## src/rtl/sram_mem_responder.sv

```systemverilog
// Mem-stage memory responder: each 32-bit word access runs as two timed 16-bit SRAM phases.
// Optional feature macro: SRAM_READ_HIT_EN (same-cycle reply for a repeated read of the last word read).
module sram_mem_responder #(
    parameter logic [31:0] ADDR_BASE   = 32'd1024,
    parameter int          SRAM_ADDR_W = 18,
    parameter int          T_PHASE     = 2
) (
    input  logic                   clk,
    input  logic                   rst,
    input  logic                   rd_en,
    input  logic                   wr_en,
    input  logic [31:0]            address,
    input  logic [31:0]            write_data,
    output logic [31:0]            read_data,
    output logic                   ready,
    output logic [SRAM_ADDR_W-1:0] sram_addr,
    output logic                   sram_we_n,
    output logic [15:0]            sram_dq_out,
    output logic                   sram_dq_oe,
    input  logic [15:0]            sram_dq_in
);
    typedef enum logic [1:0] {
        ST_IDLE = 2'd0,
        ST_LO   = 2'd1,
        ST_HI   = 2'd2,
        ST_DONE = 2'd3
    } state_t;

    localparam int          WORD_W   = SRAM_ADDR_W - 1;
    localparam logic [3:0]  LAST_CNT = 4'(T_PHASE - 1);

    state_t                 r_state;
    logic [3:0]             r_cnt;
    logic                   r_op_wr;
    logic [WORD_W-1:0]      r_word;
    logic [31:0]            r_wdata;
    logic [31:0]            r_read_data;
    logic [SRAM_ADDR_W-1:0] r_sram_addr;
    logic                   r_we_n;
    logic                   r_dq_oe;
    logic [15:0]            r_dq_out;

    state_t                 w_nxt_state;
    logic [3:0]             w_nxt_cnt;
    logic                   w_nxt_wr;
    logic [WORD_W-1:0]      w_nxt_word;
    logic [31:0]            w_nxt_wdata;
    logic [31:0]            w_diff;
    logic [WORD_W-1:0]      w_word;
    logic                   w_req;
    logic                   w_hit;
    logic                   w_start;
    logic                   w_last;
    logic [SRAM_ADDR_W-1:0] w_bus_addr;
    logic                   w_bus_we_n;
    logic                   w_bus_oe;
    logic [15:0]            w_bus_dq;
    logic                   w_unused;

    // Only the word bits that reach the SRAM address matter; higher bits alias.
    assign w_diff   = address - ADDR_BASE;
    assign w_word   = w_diff[SRAM_ADDR_W:2];
    assign w_unused = ^{w_diff[1:0], w_diff[31:SRAM_ADDR_W+1]};
    assign w_req    = rd_en | wr_en;
    assign w_last   = (r_cnt == LAST_CNT);

`ifdef SRAM_READ_HIT_EN
    logic              r_hit_valid;
    logic [WORD_W-1:0] r_hit_word;

    assign w_hit = (r_state == ST_IDLE) & rd_en & ~wr_en & r_hit_valid & (w_word == r_hit_word);

    // Tracks the word of the last completed read; any write start invalidates it.
    always_ff @(posedge clk or negedge rst) begin
        if (!rst) begin
            r_hit_valid <= 1'b0;
            r_hit_word  <= '0;
        end else if (w_start & wr_en) begin
            r_hit_valid <= 1'b0;
        end else if ((r_state == ST_HI) & w_last & ~r_op_wr) begin
            r_hit_valid <= 1'b1;
            r_hit_word  <= r_word;
        end
    end
`else
    assign w_hit = 1'b0;
`endif

    assign w_start = (r_state == ST_IDLE) & w_req & ~w_hit;
    assign ready   = (r_state == ST_DONE) | ((r_state == ST_IDLE) & (~w_req | w_hit));

    // Next-state and phase-counter logic; the op is latched only when leaving IDLE.
    always_comb begin
        w_nxt_state = r_state;
        w_nxt_cnt   = r_cnt;
        case (r_state)
            ST_IDLE: begin
                if (w_start) begin
                    w_nxt_state = ST_LO;
                    w_nxt_cnt   = 4'd0;
                end else begin
                    w_nxt_state = ST_IDLE;
                end
            end
            ST_LO: begin
                if (w_last) begin
                    w_nxt_state = ST_HI;
                    w_nxt_cnt   = 4'd0;
                end else begin
                    w_nxt_cnt = r_cnt + 4'd1;
                end
            end
            ST_HI: begin
                if (w_last) begin
                    w_nxt_state = ST_DONE;
                    w_nxt_cnt   = 4'd0;
                end else begin
                    w_nxt_cnt = r_cnt + 4'd1;
                end
            end
            ST_DONE: begin
                w_nxt_state = ST_IDLE;
                w_nxt_cnt   = 4'd0;
            end
            default: begin
                w_nxt_state = ST_IDLE;
                w_nxt_cnt   = 4'd0;
            end
        endcase
        w_nxt_wr    = w_start ? wr_en      : r_op_wr;
        w_nxt_word  = w_start ? w_word     : r_word;
        w_nxt_wdata = w_start ? write_data : r_wdata;
    end

    // Bus values for the coming cycle, so the registered bus lines up with the state.
    always_comb begin
        w_bus_addr = '0;
        w_bus_we_n = 1'b1;
        w_bus_oe   = 1'b0;
        w_bus_dq   = 16'h0000;
        case (w_nxt_state)
            ST_LO: begin
                w_bus_addr = {w_nxt_word, 1'b0};
                w_bus_oe   = w_nxt_wr;
                w_bus_dq   = w_nxt_wr ? w_nxt_wdata[15:0] : 16'h0000;
                w_bus_we_n = ~(w_nxt_wr & (w_nxt_cnt != LAST_CNT));
            end
            ST_HI: begin
                w_bus_addr = {w_nxt_word, 1'b1};
                w_bus_oe   = w_nxt_wr;
                w_bus_dq   = w_nxt_wr ? w_nxt_wdata[31:16] : 16'h0000;
                w_bus_we_n = ~(w_nxt_wr & (w_nxt_cnt != LAST_CNT));
            end
            default: begin
                w_bus_addr = '0;
                w_bus_we_n = 1'b1;
                w_bus_oe   = 1'b0;
                w_bus_dq   = 16'h0000;
            end
        endcase
    end

    // FSM state, latched op and registered SRAM bus; read halves captured on each phase's last cycle.
    always_ff @(posedge clk or negedge rst) begin
        if (!rst) begin
            r_state     <= ST_IDLE;
            r_cnt       <= 4'd0;
            r_op_wr     <= 1'b0;
            r_word      <= '0;
            r_wdata     <= 32'h0000_0000;
            r_read_data <= 32'h0000_0000;
            r_sram_addr <= '0;
            r_we_n      <= 1'b1;
            r_dq_oe     <= 1'b0;
            r_dq_out    <= 16'h0000;
        end else begin
            r_state     <= w_nxt_state;
            r_cnt       <= w_nxt_cnt;
            r_op_wr     <= w_nxt_wr;
            r_word      <= w_nxt_word;
            r_wdata     <= w_nxt_wdata;
            r_sram_addr <= w_bus_addr;
            r_we_n      <= w_bus_we_n;
            r_dq_oe     <= w_bus_oe;
            r_dq_out    <= w_bus_dq;
            if ((r_state == ST_LO) & w_last & ~r_op_wr) begin
                r_read_data[15:0] <= sram_dq_in;
            end else if ((r_state == ST_HI) & w_last & ~r_op_wr) begin
                r_read_data[31:16] <= sram_dq_in;
            end
        end
    end

    assign read_data   = r_read_data;
    assign sram_addr   = r_sram_addr;
    assign sram_we_n   = r_we_n;
    assign sram_dq_out = r_dq_out;
    assign sram_dq_oe  = r_dq_oe;

endmodule

```

## config.mk

```make
export PLATFORM = sky130hd
export DESIGN_NAME = sram_mem_responder
export DESIGN_NICKNAME = d
export VERILOG_FILES = /design/src/rtl/sram_mem_responder.sv
export SDC_FILE = /design/constraint.sdc
export NUM_CORES = 1
export LEC_CHECK = 0
export BUFFER_PORTS_ARGS = -buffer_cell sky130_fd_sc_hd__clkbuf_2
export CORE_MARGIN = 8
export CORE_UTILIZATION = 51
export CTS_CLUSTER_SIZE = 20
export DETAILED_ROUTE_END_ITERATION = 8
export PLACE_DENSITY_LB_ADDON = 0.25
export SLEW_MARGIN = 15
export SYNTH_ARGS = -nofsm -noshare
export SYNTH_HDL_FRONTEND = slang
export SYNTH_SLANG_ARGS = --single-unit
```

## constraint.sdc

```tcl
create_clock -name clk -period 3.2 [get_ports clk]
set_input_delay 0.48 -clock clk [delete_from_list [all_inputs] [get_ports clk]]
set_output_delay 0.48 -clock clk [all_outputs]
set_load 0.005 [all_outputs]
```

Yosys cells after proc, flatten, opt, wreduce, memory -nomap -nowiden
Cells that the tools add are included.
- add/sub/neg operators: 2
- eq/ne operators: 7
- multiplexer cells: 16
- reductions and logical operators: 4
- bitwise logic cells: 13
- operators by type and width (cell ; count):
    $pmux 18 s2 ; 1
    $mux 16 ; 2
    $mux 32 ; 1
    $pmux 16 s2 ; 1
    $sub 19x11->19 const B ; 1
    $mux 17 ; 1
    $pmux 4 s3 ; 1
    $mux 4 ; 2
    $pmux 2 s4 ; 1
    $and 1x1->1 ; 7
    $eq 2x2->1 const B ; 3
    $add 4x1->4 const B ; 1
    $eq 2x1->1 const B ; 2
    $eq 4x1->1 const B ; 1
    $mux 1 ; 4
    $mux 2 ; 2
    $ne 4x1->1 const B ; 1
    $not 1->1 ; 4
    $reduce_or 2->1 ; 2
    $logic_not 2->1 ; 1
    $or 1x1->1 ; 2
    $reduce_and 2->1 ; 1
- bits in registers: 124
- bits of input ports: 84
- word-level logic and storage cells: 53

Logic depth before layout (Yosys ltp)
- depth in word-level cells: 8
- depth in mapped cells: 12
- gate-level depth less buffers: 10

Worst setup path after synthesis
OpenSTA, ideal clock, no wires.
- path type: flip-flop to flip-flop
- from: register r_state[0]
- to: register r_sram_addr[13], in the netlist sram_addr[13]
- path slack: 0.359 ns
- stages on the path, launching flop included: 12
- buffers on the path: 4
- period minus slack after synthesis: 2.841 ns
- data arrival time: 2.699 ns
- cells stage by stage: dfrtp_1 > inv_1 > ha_1 > o21a_1 > buf_1 > buf_1 > nor2_1 > ha_1 > clkbuf_1 > o21bai_1 > clkbuf_1 > a211oi_1
- cells in the longest elaborated chain, start to end: 6
- elaborated cells on any way between the ends: 13
- classes of those cells: eq/ne (5); mux (6); bitwise (1); reduce/logical (1)
- RTL lines (item ; RTL line ; text):
    from (decl) ; 32 ; state_t r_state;
    from (signal assigned) ; 177 ; r_state <= w_nxt_state;
    $logic_not 2->1 ; 89, 96 ;
    $and 1x1->1 ; 89 ; assign w_start = (r_state == ST_IDLE) & w_req & ~w_hit;
    $mux 1 ; 98 ; if (w_start) begin
    $pmux 2 s4 ; 96 ; case (r_state)
    $eq 2x2->1 or $eq 2x1->1 (tied branches) ; 141 ; case (w_nxt_state)
    $pmux 18 s2 * ; 141 ;
    net w_bus_addr[13] ; 54 ; logic [SRAM_ADDR_W-1:0] w_bus_addr;
    to (signal assigned) ; 182 ; r_sram_addr <= w_bus_addr;
    to (decl) ; 38 ; logic [SRAM_ADDR_W-1:0] r_sram_addr;
Mark *: on every way through the listed nets, which the timed path passes. The rest lies on a longest branch.
A chain may end at the register's enable or synchronous reset.

Worst setup path after layout
- from: register r_cnt[1]
- to: register r_sram_addr[17], in the netlist sram_addr[17]
- cells in the longest elaborated chain, start to end: 5
- elaborated cells on any way between the ends: 7
- classes of those cells: eq/ne (3); mux (4)
- RTL lines (item ; RTL line ; text):
    from (decl) ; 33 ; logic [3:0] r_cnt;
    from (signal assigned) ; 178 ; r_cnt <= w_nxt_cnt;
    $eq 4x1->1 * ; 65 ; assign w_last = (r_cnt == LAST_CNT);
    $mux 2 (on tied branches) ; 114, 106 ;
    $pmux 2 s4 * ; 96 ;
    net w_nxt_state[1] ; 43 ; state_t w_nxt_state;
    $eq 2x2->1 or $eq 2x1->1 (tied branches) ; 141 ;
    $pmux 18 s2 * ; 141 ;
    net w_bus_addr[17] ; 54 ;
Marked as above.

==> results.py <==
metrics = {
    "sta": {
        "max_freq_mhz": 384,
        "hold-worst-slack_ns": 0.193,
        "finalCritPeriodShare_pct": 81.5,
        "timing.setup.tns_ns": 0,
        "setup_viol": 0,
        "finalMaxSlewViolations": 0,
        "period_minus_slack_ns": 2.61,
        "grt_setup_unrepaired": "no",
        "fin_worst_skew_ns": 0.00883,
        "slew_headroom_pct": 51.0,
        "finalHoldViolations": 0,
        "worst_pin_slew_ns": 0.733,
    },
    "worst_setup_path": {
        "critPathSlowestCell": "or3b_1",
        "critPathArrivalTime_ns": 3.00,
        "crit_family": "compound AO/OA/AOI/OAI gates",
        "crit_cells": 11,
        "path_max_fanout": 17,
        "path_class": "flip-flop to flip-flop",
        "setup.worst_path.start_class": "flip-flop",
        "slowest_delay_ns": 0.45,
        "worstPathCellList": "inv_1, ha_1, or3b_1, a21bo_2, a21o_1, inv_1, ha_1, buf_4, o21bai_1, buf_4, a211oi_1",
        "r2r_setup_slack_ns": 0.59,
        "reg2regPathDepth": 11,
        "end_kind": "flip-flop",
        "critical_path_buf_inv_count": 4,
        "crit_required_ns": 3.59,
    },
    "pwr": {
        "powerDensity_nw_per_um2": 1060,
        "finalPower_mw": 6.74,
        "peakVddDrop_v": 0.000525,
        "leakagePower_nw": 3.17,
    },
    "global_routing": {
        "grt-ovfl-total": 0,
        "grt_pass1_vias": 3586,
        "grt_max_degree": 59,
        "grt_pass1_wl_um": 17500,
        "grt_antenna_before_repair": 0,
        "grt_usage_pct": 17.4,
    },
    "floorplanning": {
        "ioPinCount": 153,
        "die_w_um": 114,
        "core_area_um2": 9280,
        "initial_core_util_pct": 52.6,
        "die_area_um2": 13000,
        "die_h_um": 114,
        "placementRows": 35,
    },
    "clocking": {
        "clk_latency_ns": 0.50,
        "cts.htree.levels": 4,
        "cts.reportedPaths.clkPinSlew_ns": 0.06,
        "clockRootBuffer": "clkbuf_8",
        "ctsLongestPathBuffers": 2,
        "numCtsBuffers": 17,
        "cts_resized": 0,
        "cts.sinks": 124,
        "cts_tree": "built",
    },
    "synthesis": {
        "ys_seq_area_share_pct": 63.6,
        "syn-num-nets": 460,
        "ys_ff_latch": 124,
        "synth_flop_cell": "dfrtp_1",
        "syn_area_um2": 4880,
        "synth_area_per_cell_um2": 13.3,
        "synth_edf_count": 0,
        "synth_cells": 366,
        "synth_cell_types": 37,
        "yosys_warnings": 0,
        "synthArstFlopShare_pct": 100,
    },
    "layout": {
        "layout-drive-gt1-share_pct": 46.7,
        "layout.cells.non_filler": 654,
        "final_common_cell": "clkbuf_2",
        "area_delta_synth_final_pct": 30.2,
        "diodes": 0,
        "nets": 606,
        "final_cell_mix": "136 x clkbuf_2, 123 x dfrtp_1, 54 x mux2_2",
        "fillCellCount": 708,
    },
    "place": {
        "io_buffers": 137,
        "hpwlAfterDp_um": 7610,
        "gp_congestion": 0.798,
        "dp.cells": 621,
    },
    "routing": {
        "ant_nets": 0,
        "viasPerCell": 5.08,
        "route.detailed.drc": 0,
        "drtPass1Iterations": 4,
        "first_iter_violations": 149,
        "wirelength_um": 10900,
        "wire_per_inst_um": 16.6,
        "num_vias": 3321,
    },
    "min_path": {
        "worstHoldPathCells": 3,
        "hp-class": "input pin to flip-flop",
    },
    "run": {
        "cap_violations": 0,
    },
    "outcome": {
        "status": "complete, no violations",
    },
}
[cells by family (layout without fill, tap and decap cells)]
family / Yosys count / in the layout / synth area share, %
AO/OA/AOI/OAI: 52 / 52 / 6.92
multiplexers: 65 / 65 / 15.7
buffers and inverters: 29 / 188 / 2.74
flip-flops: 124 / 124 / 63.6
XOR/XNOR: 6 / 6 / 1.08
AND/OR/NAND/NOR: 80 / 80 / 7.40
adder cells (fa/ha/maj): 10 / 10 / 2.56
[final cells by class]
cell class	count	area, um2	share of cell area [%]
sequential	124	3100	48.8
multi-input combinational	213	1650	25.9
timing repair buffer	145	763	12.0
clock buffer	21	449	7.07
clock inverter	11	190	2.99
tap	129	161	2.54
inverter	11	41.3	0.650
[per-layer routing]
metal / vias to the layer above / global-route usage (%) / part of all wire [%]
met5: - / 0 / 0
met4: 0 / 5.59 / 0.77
met3: 9 / 8.87 / 10
met2: 118 / 27.7 / 48
met1: 1640 / 20.0 / 41
li1: 1554 / - / -
[worst register-to-register path: stages (launching register included)]
cell      delay [ns]
dfrtp_1         0.41
inv_1           0.08
ha_1            0.13
or3b_1          0.45
a21bo_2         0.26
a21o_1          0.19
inv_1           0.09
ha_1            0.15
buf_4           0.24
o21bai_1        0.11
buf_4           0.20
a211oi_1        0.21
[through the flow]
step                util [%]  worst slack, ns  cell area, um2
global route            68.5            0.428            6360
floorplan                  -            0.359            4880
finish                  68.5            0.593            6360
CTS                     68.5            0.576            6360
detailed placement      61.5            0.582            5710
global placement        61.5            0.661            5710
[sequential cells by signal, indices dropped and copies added, names as in the netlist]
register	flops
r_state	2
sram_dq_out	16
r_cnt	4
r_word	17
sram_we_n	1
r_op_wr	1
sram_dq_oe	1
sram_addr	18
r_wdata	32
read_data	32
[Yosys cell counts (2+ instances only)]
master | instances | share of area (%)
a211oi_1 | 7 | 1.1
or2_2 | 3 | 0.38
ha_1 | 10 | 2.6
mux2_2 | 54 | 12
nor3b_1 | 3 | 0.46
xor2_1 | 2 | 0.36
nor4_1 | 2 | 0.26
nor2b_1 | 5 | 0.64
clkbuf_1 | 9 | 0.69
mux2_4 | 10 | 3.1
inv_1 | 11 | 0.85
nor2_1 | 26 | 2.0
a21oi_1 | 15 | 1.5
nand2b_1 | 3 | 0.38
xnor2_1 | 4 | 0.72
o21a_1 | 2 | 0.31
dfrtp_1 | 123 | 63
buf_1 | 6 | 0.46
nand2_1 | 33 | 2.5
o21ai_0 | 6 | 0.61
a22oi_1 | 16 | 2.5
[power breakdown]
part	internal, mW	switching [mW]
clock	1.38	0.656
combinational	1.05	1.13
sequential	2.27	0.260
total	4.70	2.04
[timing repair]
item / 4_1_cts / 5_1_grt
hold endpoints to repair: 37 / 0
buffers inserted: 0 / 0
hold buffers: 1 / 0
[final timing paths]
path	start	end
worst min-delay path	address[4]	r_word[2]
worst max register to register	r_cnt[1]	sram_addr[17]
max in group asynchronous	rst	r_word[10]
min in group asynchronous	rst	read_data[8]
worst min register to register	r_word[2]	r_word[2]
worst max-delay path	r_cnt[1]	sram_addr[17]
Power figures use the tool's default switching activity.
